[src/rtl/fetch_unit_if.sv]
// Bus between the fetch unit and its controller: program-store loading,
// run control, and the issued instruction stream with run status.
interface fetch_unit_if;
  logic        prog_wr;
  logic [4:0]  prog_addr;
  logic [14:0] prog_data;
  logic        start;
  logic        halt_req;
  logic [14:0] pgm_mem;
  logic [4:0]  pc;
  logic        busy;
  logic        done;
  logic [5:0]  issue_cnt;

  modport master (
    output prog_wr, prog_addr, prog_data, start, halt_req,
    input  pgm_mem, pc, busy, done, issue_cnt
  );

  modport slave (
    input  prog_wr, prog_addr, prog_data, start, halt_req,
    output pgm_mem, pc, busy, done, issue_cnt
  );
endinterface

[src/rtl/fetch_unit.sv]
// Instruction fetch unit: a small writable program store that is stepped
// through on each run, issuing one registered word per clock until a halt.
module fetch_unit #(
  parameter int       PGM_DEPTH = 32,
  parameter bit [3:0] HALT_OP   = 4'b1111
) (
  input  logic       clk_fu,
  input  logic       rst_fu,
  fetch_unit_if.slave bus
);

  typedef enum logic [1:0] {IDLE, RUN, HALTED} state_t;

  localparam logic [4:0] LAST_PC = 5'(PGM_DEPTH - 1);

  state_t      state_q, state_d;
  logic [4:0]  pc_q, pc_d;
  logic [14:0] word_q, word_d;
  logic [5:0]  cnt_q, cnt_d;
  logic        busy_q, done_q;
  logic        wr_en;
  logic [14:0] cur_word;

  logic [14:0] mem [PGM_DEPTH];

  assign cur_word = mem[pc_q];

  always_comb begin
    state_d = state_q;
    pc_d    = pc_q;
    word_d  = 15'h0000;
    cnt_d   = cnt_q;
    wr_en   = 1'b0;
    unique case (state_q)
      IDLE, HALTED: begin
        // A write wins over start in the same cycle.
        if (bus.prog_wr) begin
          wr_en = 1'b1;
        end else if (bus.start) begin
          state_d = RUN;
          pc_d    = 5'd0;
          cnt_d   = 6'd0;
        end
      end
      RUN: begin
        if (bus.halt_req || (cur_word[14:11] == HALT_OP)) begin
          state_d = HALTED;
        end else begin
          word_d = cur_word;
          cnt_d  = (cnt_q == 6'd63) ? cnt_q : cnt_q + 6'd1;
          if (pc_q == LAST_PC) begin
            pc_d    = 5'd0;
            state_d = HALTED;
          end else begin
            pc_d = pc_q + 5'd1;
          end
        end
      end
      default: state_d = IDLE;
    endcase
  end

  always_ff @(posedge clk_fu) begin
    if (rst_fu) begin
      state_q <= IDLE;
      pc_q    <= 5'd0;
      word_q  <= 15'h0000;
      cnt_q   <= 6'd0;
      busy_q  <= 1'b0;
      done_q  <= 1'b0;
    end else begin
      state_q <= state_d;
      pc_q    <= pc_d;
      word_q  <= word_d;
      cnt_q   <= cnt_d;
      busy_q  <= (state_d == RUN);
      done_q  <= (state_d == HALTED);
    end
  end

  // Program contents survive reset; only the write itself is blocked.
  always_ff @(posedge clk_fu) begin
    if (!rst_fu && wr_en) begin
      mem[bus.prog_addr] <= bus.prog_data;
    end
  end

  assign bus.pgm_mem   = word_q;
  assign bus.pc        = pc_q;
  assign bus.busy      = busy_q;
  assign bus.done      = done_q;
  assign bus.issue_cnt = cnt_q;

endmodule

[src/flat_wrapper.sv]
// flat-port wrapper written by rule: the top's interface ports become plain ports
module fetch_unit_flat 
#(
  parameter int       PGM_DEPTH = 32,
  parameter bit [3:0] HALT_OP   = 4'b1111
)
  (clk_fu, rst_fu, bus_prog_wr, bus_prog_addr, bus_prog_data, bus_start, bus_halt_req, bus_pgm_mem, bus_pc, bus_busy, bus_done, bus_issue_cnt);
  fetch_unit_if bus_i ();
  input  logic clk_fu;
  input  logic rst_fu;
  input wire logic [$bits(bus_i.prog_wr)-1:0] bus_prog_wr;
  input wire logic [$bits(bus_i.prog_addr)-1:0] bus_prog_addr;
  input wire logic [$bits(bus_i.prog_data)-1:0] bus_prog_data;
  input wire logic [$bits(bus_i.start)-1:0] bus_start;
  input wire logic [$bits(bus_i.halt_req)-1:0] bus_halt_req;
  output wire logic [$bits(bus_i.pgm_mem)-1:0] bus_pgm_mem;
  output wire logic [$bits(bus_i.pc)-1:0] bus_pc;
  output wire logic [$bits(bus_i.busy)-1:0] bus_busy;
  output wire logic [$bits(bus_i.done)-1:0] bus_done;
  output wire logic [$bits(bus_i.issue_cnt)-1:0] bus_issue_cnt;
  assign bus_i.prog_wr = bus_prog_wr;
  assign bus_i.prog_addr = bus_prog_addr;
  assign bus_i.prog_data = bus_prog_data;
  assign bus_i.start = bus_start;
  assign bus_i.halt_req = bus_halt_req;
  assign bus_pgm_mem = bus_i.pgm_mem;
  assign bus_pc = bus_i.pc;
  assign bus_busy = bus_i.busy;
  assign bus_done = bus_i.done;
  assign bus_issue_cnt = bus_i.issue_cnt;
  fetch_unit #(.PGM_DEPTH(PGM_DEPTH), .HALT_OP(HALT_OP)) u_core (.clk_fu(clk_fu), .rst_fu(rst_fu), .bus(bus_i));
endmodule
[config.mk]
export PLATFORM = sky130hd
export DESIGN_NAME = fetch_unit_flat
export DESIGN_NICKNAME = d
export VERILOG_FILES = /design/src/rtl/fetch_unit_if.sv /design/src/rtl/fetch_unit.sv /design/src/flat_wrapper.sv
export SDC_FILE = /design/constraint.sdc
export NUM_CORES = 1
export LEC_CHECK = 0
export CORE_ASPECT_RATIO = 1.25
export CORE_UTILIZATION = 35
export CTS_BUF_LIST = sky130_fd_sc_hd__clkbuf_8 sky130_fd_sc_hd__clkbuf_16
export CTS_CLUSTER_SIZE = 16
export DETAILED_ROUTE_END_ITERATION = 10
export SLEW_MARGIN = 20
export SYNTH_ARGS = -nofsm -noshare
export SYNTH_HDL_FRONTEND = slang
export SYNTH_SLANG_ARGS = --single-unit
[constraint.sdc]
create_clock -name clk_fu -period 4.9 [get_ports clk_fu]
set_input_delay 0.49 -clock clk_fu [delete_from_list [all_inputs] [get_ports clk_fu]]
set_output_delay 0.49 -clock clk_fu [all_outputs]
set_load 0.01 [all_outputs]
==> flow_metrics.tcl <==
set metrics [dict create \
    grt_first_pass_wirelength_mm 65.5 \
    synth_nets 881 \
    first_iter_violations 983 \
    timing.critical_path.arrival_ns 4.14 \
    setup_slack_ns 1.23 \
    synth.yosys.seq_area_share 0.774 \
    worst_hold_path.num_cells 1 \
    finalHoldWorstSlack_ns 0.418 \
    via_count_of_the_first_global_routing_pass 9467 \
    worstPathMaxFanout 42 \
    floorplan.initialDensity 0.355 \
    syn_avg_cell_area_um2 22.9 \
    insertedDiodeCount 0 \
    synthDominantAreaCellType "sky130_fd_sc_hd__edfxtp_1" \
    postSynth.asyncResetShare 0 \
    max_clock_freq_mhz 272 \
    worstSetupPathType "reg2reg" \
    leakagePower_nw 6.81 \
    drc 0 \
    antenna_found_initial 0 \
    finalSetupViolCount 0 \
    global_placement_routability_congestion 0.783 \
    most-common-layout-cells "sky130_fd_sc_hd__edfxtp_1, sky130_fd_sc_hd__mux4_2, sky130_fd_sc_hd__clkbuf_16, sky130_fd_sc_hd__clkdlybuf4s50_1, sky130_fd_sc_hd__dfxtp_1" \
    clockBufferDepth 3 \
    rsz0062_at_grt "no" \
    run_status "complete, no violations" \
    num-nets-final 974 \
    via_per_inst 5.30 \
    rr_endpoint "u_core.bus.issue_cnt[3]" \
    rrSetupSlack_ns 1.23 \
    min_delay_worst_endpoint "u_core.mem[26][9]" \
    top_level_ports 53 \
    netlist-cell-type-count 38 \
    placed_instances 1627 \
    clk_root_buffer_cell "sky130_fd_sc_hd__clkbuf_16" \
    totalWireLength_mm 45.3 \
    die_h_um 266 \
    path_type_of_the_worst_min_delay_path "in2reg" \
    post-route-period-util 0.750 \
    max_slew_margin 0.267 \
    portBuffers 52 \
    pre_cts_ws_ns 1.30 \
    die_outline_area_mm2 0.0568 \
    element_type_at_the_critical_path_end "flop" \
    drt_pre_antenna_iters 5 \
    irDropWorstVdd_v 0.000252 \
    post_cts_hold_buffer_count 0 \
    syn-instance-count 853 \
    final.setup_skew_ns 0.0172 \
    fp.coreArea_mm2 0.0550 \
    timing.final.crit_period_ns 3.67 \
    synth_top_flop_cell "sky130_fd_sc_hd__edfxtp_1" \
    synth_enable_flop_cells 480 \
    synth-seq-cells 515 \
    synth_area_leaders "sky130_fd_sc_hd__edfxtp_1, sky130_fd_sc_hd__mux4_2, sky130_fd_sc_hd__dfxtp_1" \
    critical_path_required_ns 5.37 \
    post_cts.resized_instances 0 \
    ys_warn_count 0 \
    power-per-cell-area_mw_per_mm2 395 \
    final_max_slew_viol_count 0 \
    non_filler_instance_count_after_layout 1725 \
    cts.sink_count 515 \
    std_cell_rows 96 \
    place.detailed.hpwl_mm 25.1 \
    post_cts_setup_repair_buffer_count 0 \
    number_of_buffers_inserted_during_clock_tree_synthesis 52 \
    clk_latency_worst_skew_pair_ns 0.61 \
    grt_overflow_total 0 \
    cts_tree "built" \
    drive_gt1_frac 0.300 \
    worst_r2r_path_depth 6 \
    report.final.hold_viol_count 0 \
    worst_setup_path_start_kind "flop" \
    layout_commonest_cell "sky130_fd_sc_hd__edfxtp_1" \
    wl_per_cell_um 26.3 \
    holdCritStartpoint "bus_prog_data[9]" \
    maxCapViolations 0 \
    antenna_violating_nets_post_route 0 \
    netlist_area_mm2 0.0195 \
    grt.total_usage 0.164 \
    detailroute.via_count 9136 \
    layout.core_utilization 0.417 \
    htree_levels 2 \
    syn_to_final_growth_pct 17.4 \
    fin_tns_setup_ns 0 \
    grt_max_degree 48 \
    synth_top_cell_area_share 0.738 \
    floorplan.die.width_um 213 \
    worst_tran_pin_value_ns 1.10 \
    clk_pin_slew_ns 0.06 \
]
## routing by layer
metal | up-vias | part of all wire | wire length, um | GRT usage
met5 | - | 0 | 0 | 0
met4 | 0 | 0.024 | 1070 | 0.0562
met3 | 67 | 0.065 | 2930 | 0.0305
met2 | 329 | 0.48 | 21700 | 0.258
met1 | 4938 | 0.43 | 19600 | 0.228
li1 | 3802 | - | - | -
## sequential cells by signal, indices dropped and copies added (netlist names), named ones only
name and flops:
u_core.bus.pgm_mem 15, u_core.bus.busy 1, u_core.mem 480, u_core.bus.done 1
u_core.bus.issue_cnt 6, u_core.state_q 2, u_core.bus.pc 5
## through the flow
stage,area [um^2],total power (W)
global placement,21200,0.00512
detailed placement,21200,0.00513
floorplan,19500,0.00501
global route,22900,0.00930
CTS,22900,0.00913
finish,22900,0.00906
## cells by family after synthesis
group	synth area share
AO/OA/AOI/OAI	0.00730
adder cells (fa/ha/maj)	0.00192
buffers and inverters	0.0108
flip-flops	0.774
multiplexers	0.182
AND/OR/NAND/NOR	0.0245
## area by class of cell
cell class	instances	area, um^2
Fill cell	4861	32100
Timing Repair Buffer	79	731
Multi-Input combinational cell	291	4380
Clock inverter	41	354
Tap cell	735	920
Inverter	7	26.3
Clock buffer	57	1390
Sequential cell	515	15100
## worst max-delay path by stage
stage,from,to,slack [ns],cells past startpoint
6_report,flop,u_core.bus.issue_cnt[3],1.23,6
5_1_grt,flop,u_core.bus.issue_cnt[2],0.98,6
4_1_cts,flop,u_core.bus.issue_cnt[2],1.28,6
3_5_place_dp,flop,u_core.bus.issue_cnt[3],1.30,6
3_3_place_gp,flop,u_core.bus.issue_cnt[5],1.31,6
2_1_floorplan,flop,flop,2.27,8
## where the power goes
group          internal (W)  switching, W  total (W)
Sequential          0.00482     0.0000124    0.00484
Combinational     0.0000739      0.000120   0.000194
Clock               0.00236       0.00167    0.00403
## cells in the mapped netlist, types with 2 or more instances
cell and instances:
sky130_fd_sc_hd__inv_1 7, sky130_fd_sc_hd__nand3b_1 5, sky130_fd_sc_hd__clkbuf_1 14, sky130_fd_sc_hd__dfxtp_1 35, sky130_fd_sc_hd__buf_4 3, sky130_fd_sc_hd__nor2_1 54, sky130_fd_sc_hd__buf_2 13, sky130_fd_sc_hd__ha_1 3
sky130_fd_sc_hd__nor3_1 3, sky130_fd_sc_hd__nor4_1 2, sky130_fd_sc_hd__nand3_1 11, sky130_fd_sc_hd__mux2i_1 15, sky130_fd_sc_hd__o21ai_0 3, sky130_fd_sc_hd__nand2_1 11, sky130_fd_sc_hd__o22ai_1 2, sky130_fd_sc_hd__o31ai_1 2
sky130_fd_sc_hd__mux4_2 150, sky130_fd_sc_hd__or3_1 4, sky130_fd_sc_hd__edfxtp_1 480, sky130_fd_sc_hd__o211ai_1 4, sky130_fd_sc_hd__buf_1 9, sky130_fd_sc_hd__nand2b_1 5, sky130_fd_sc_hd__a21oi_1 3
## critical path, cell delays in order, from the launching register on
cell and delay [ns]:
sky130_fd_sc_hd__dfxtp_4 0.88, sky130_fd_sc_hd__mux4_2 0.59, sky130_fd_sc_hd__mux4_2 0.47, sky130_fd_sc_hd__mux2i_1 0.62
sky130_fd_sc_hd__o41ai_2 0.32, sky130_fd_sc_hd__o21ai_0 0.49, sky130_fd_sc_hd__o211ai_1 0.14
(Power assumes the default switching activity.)
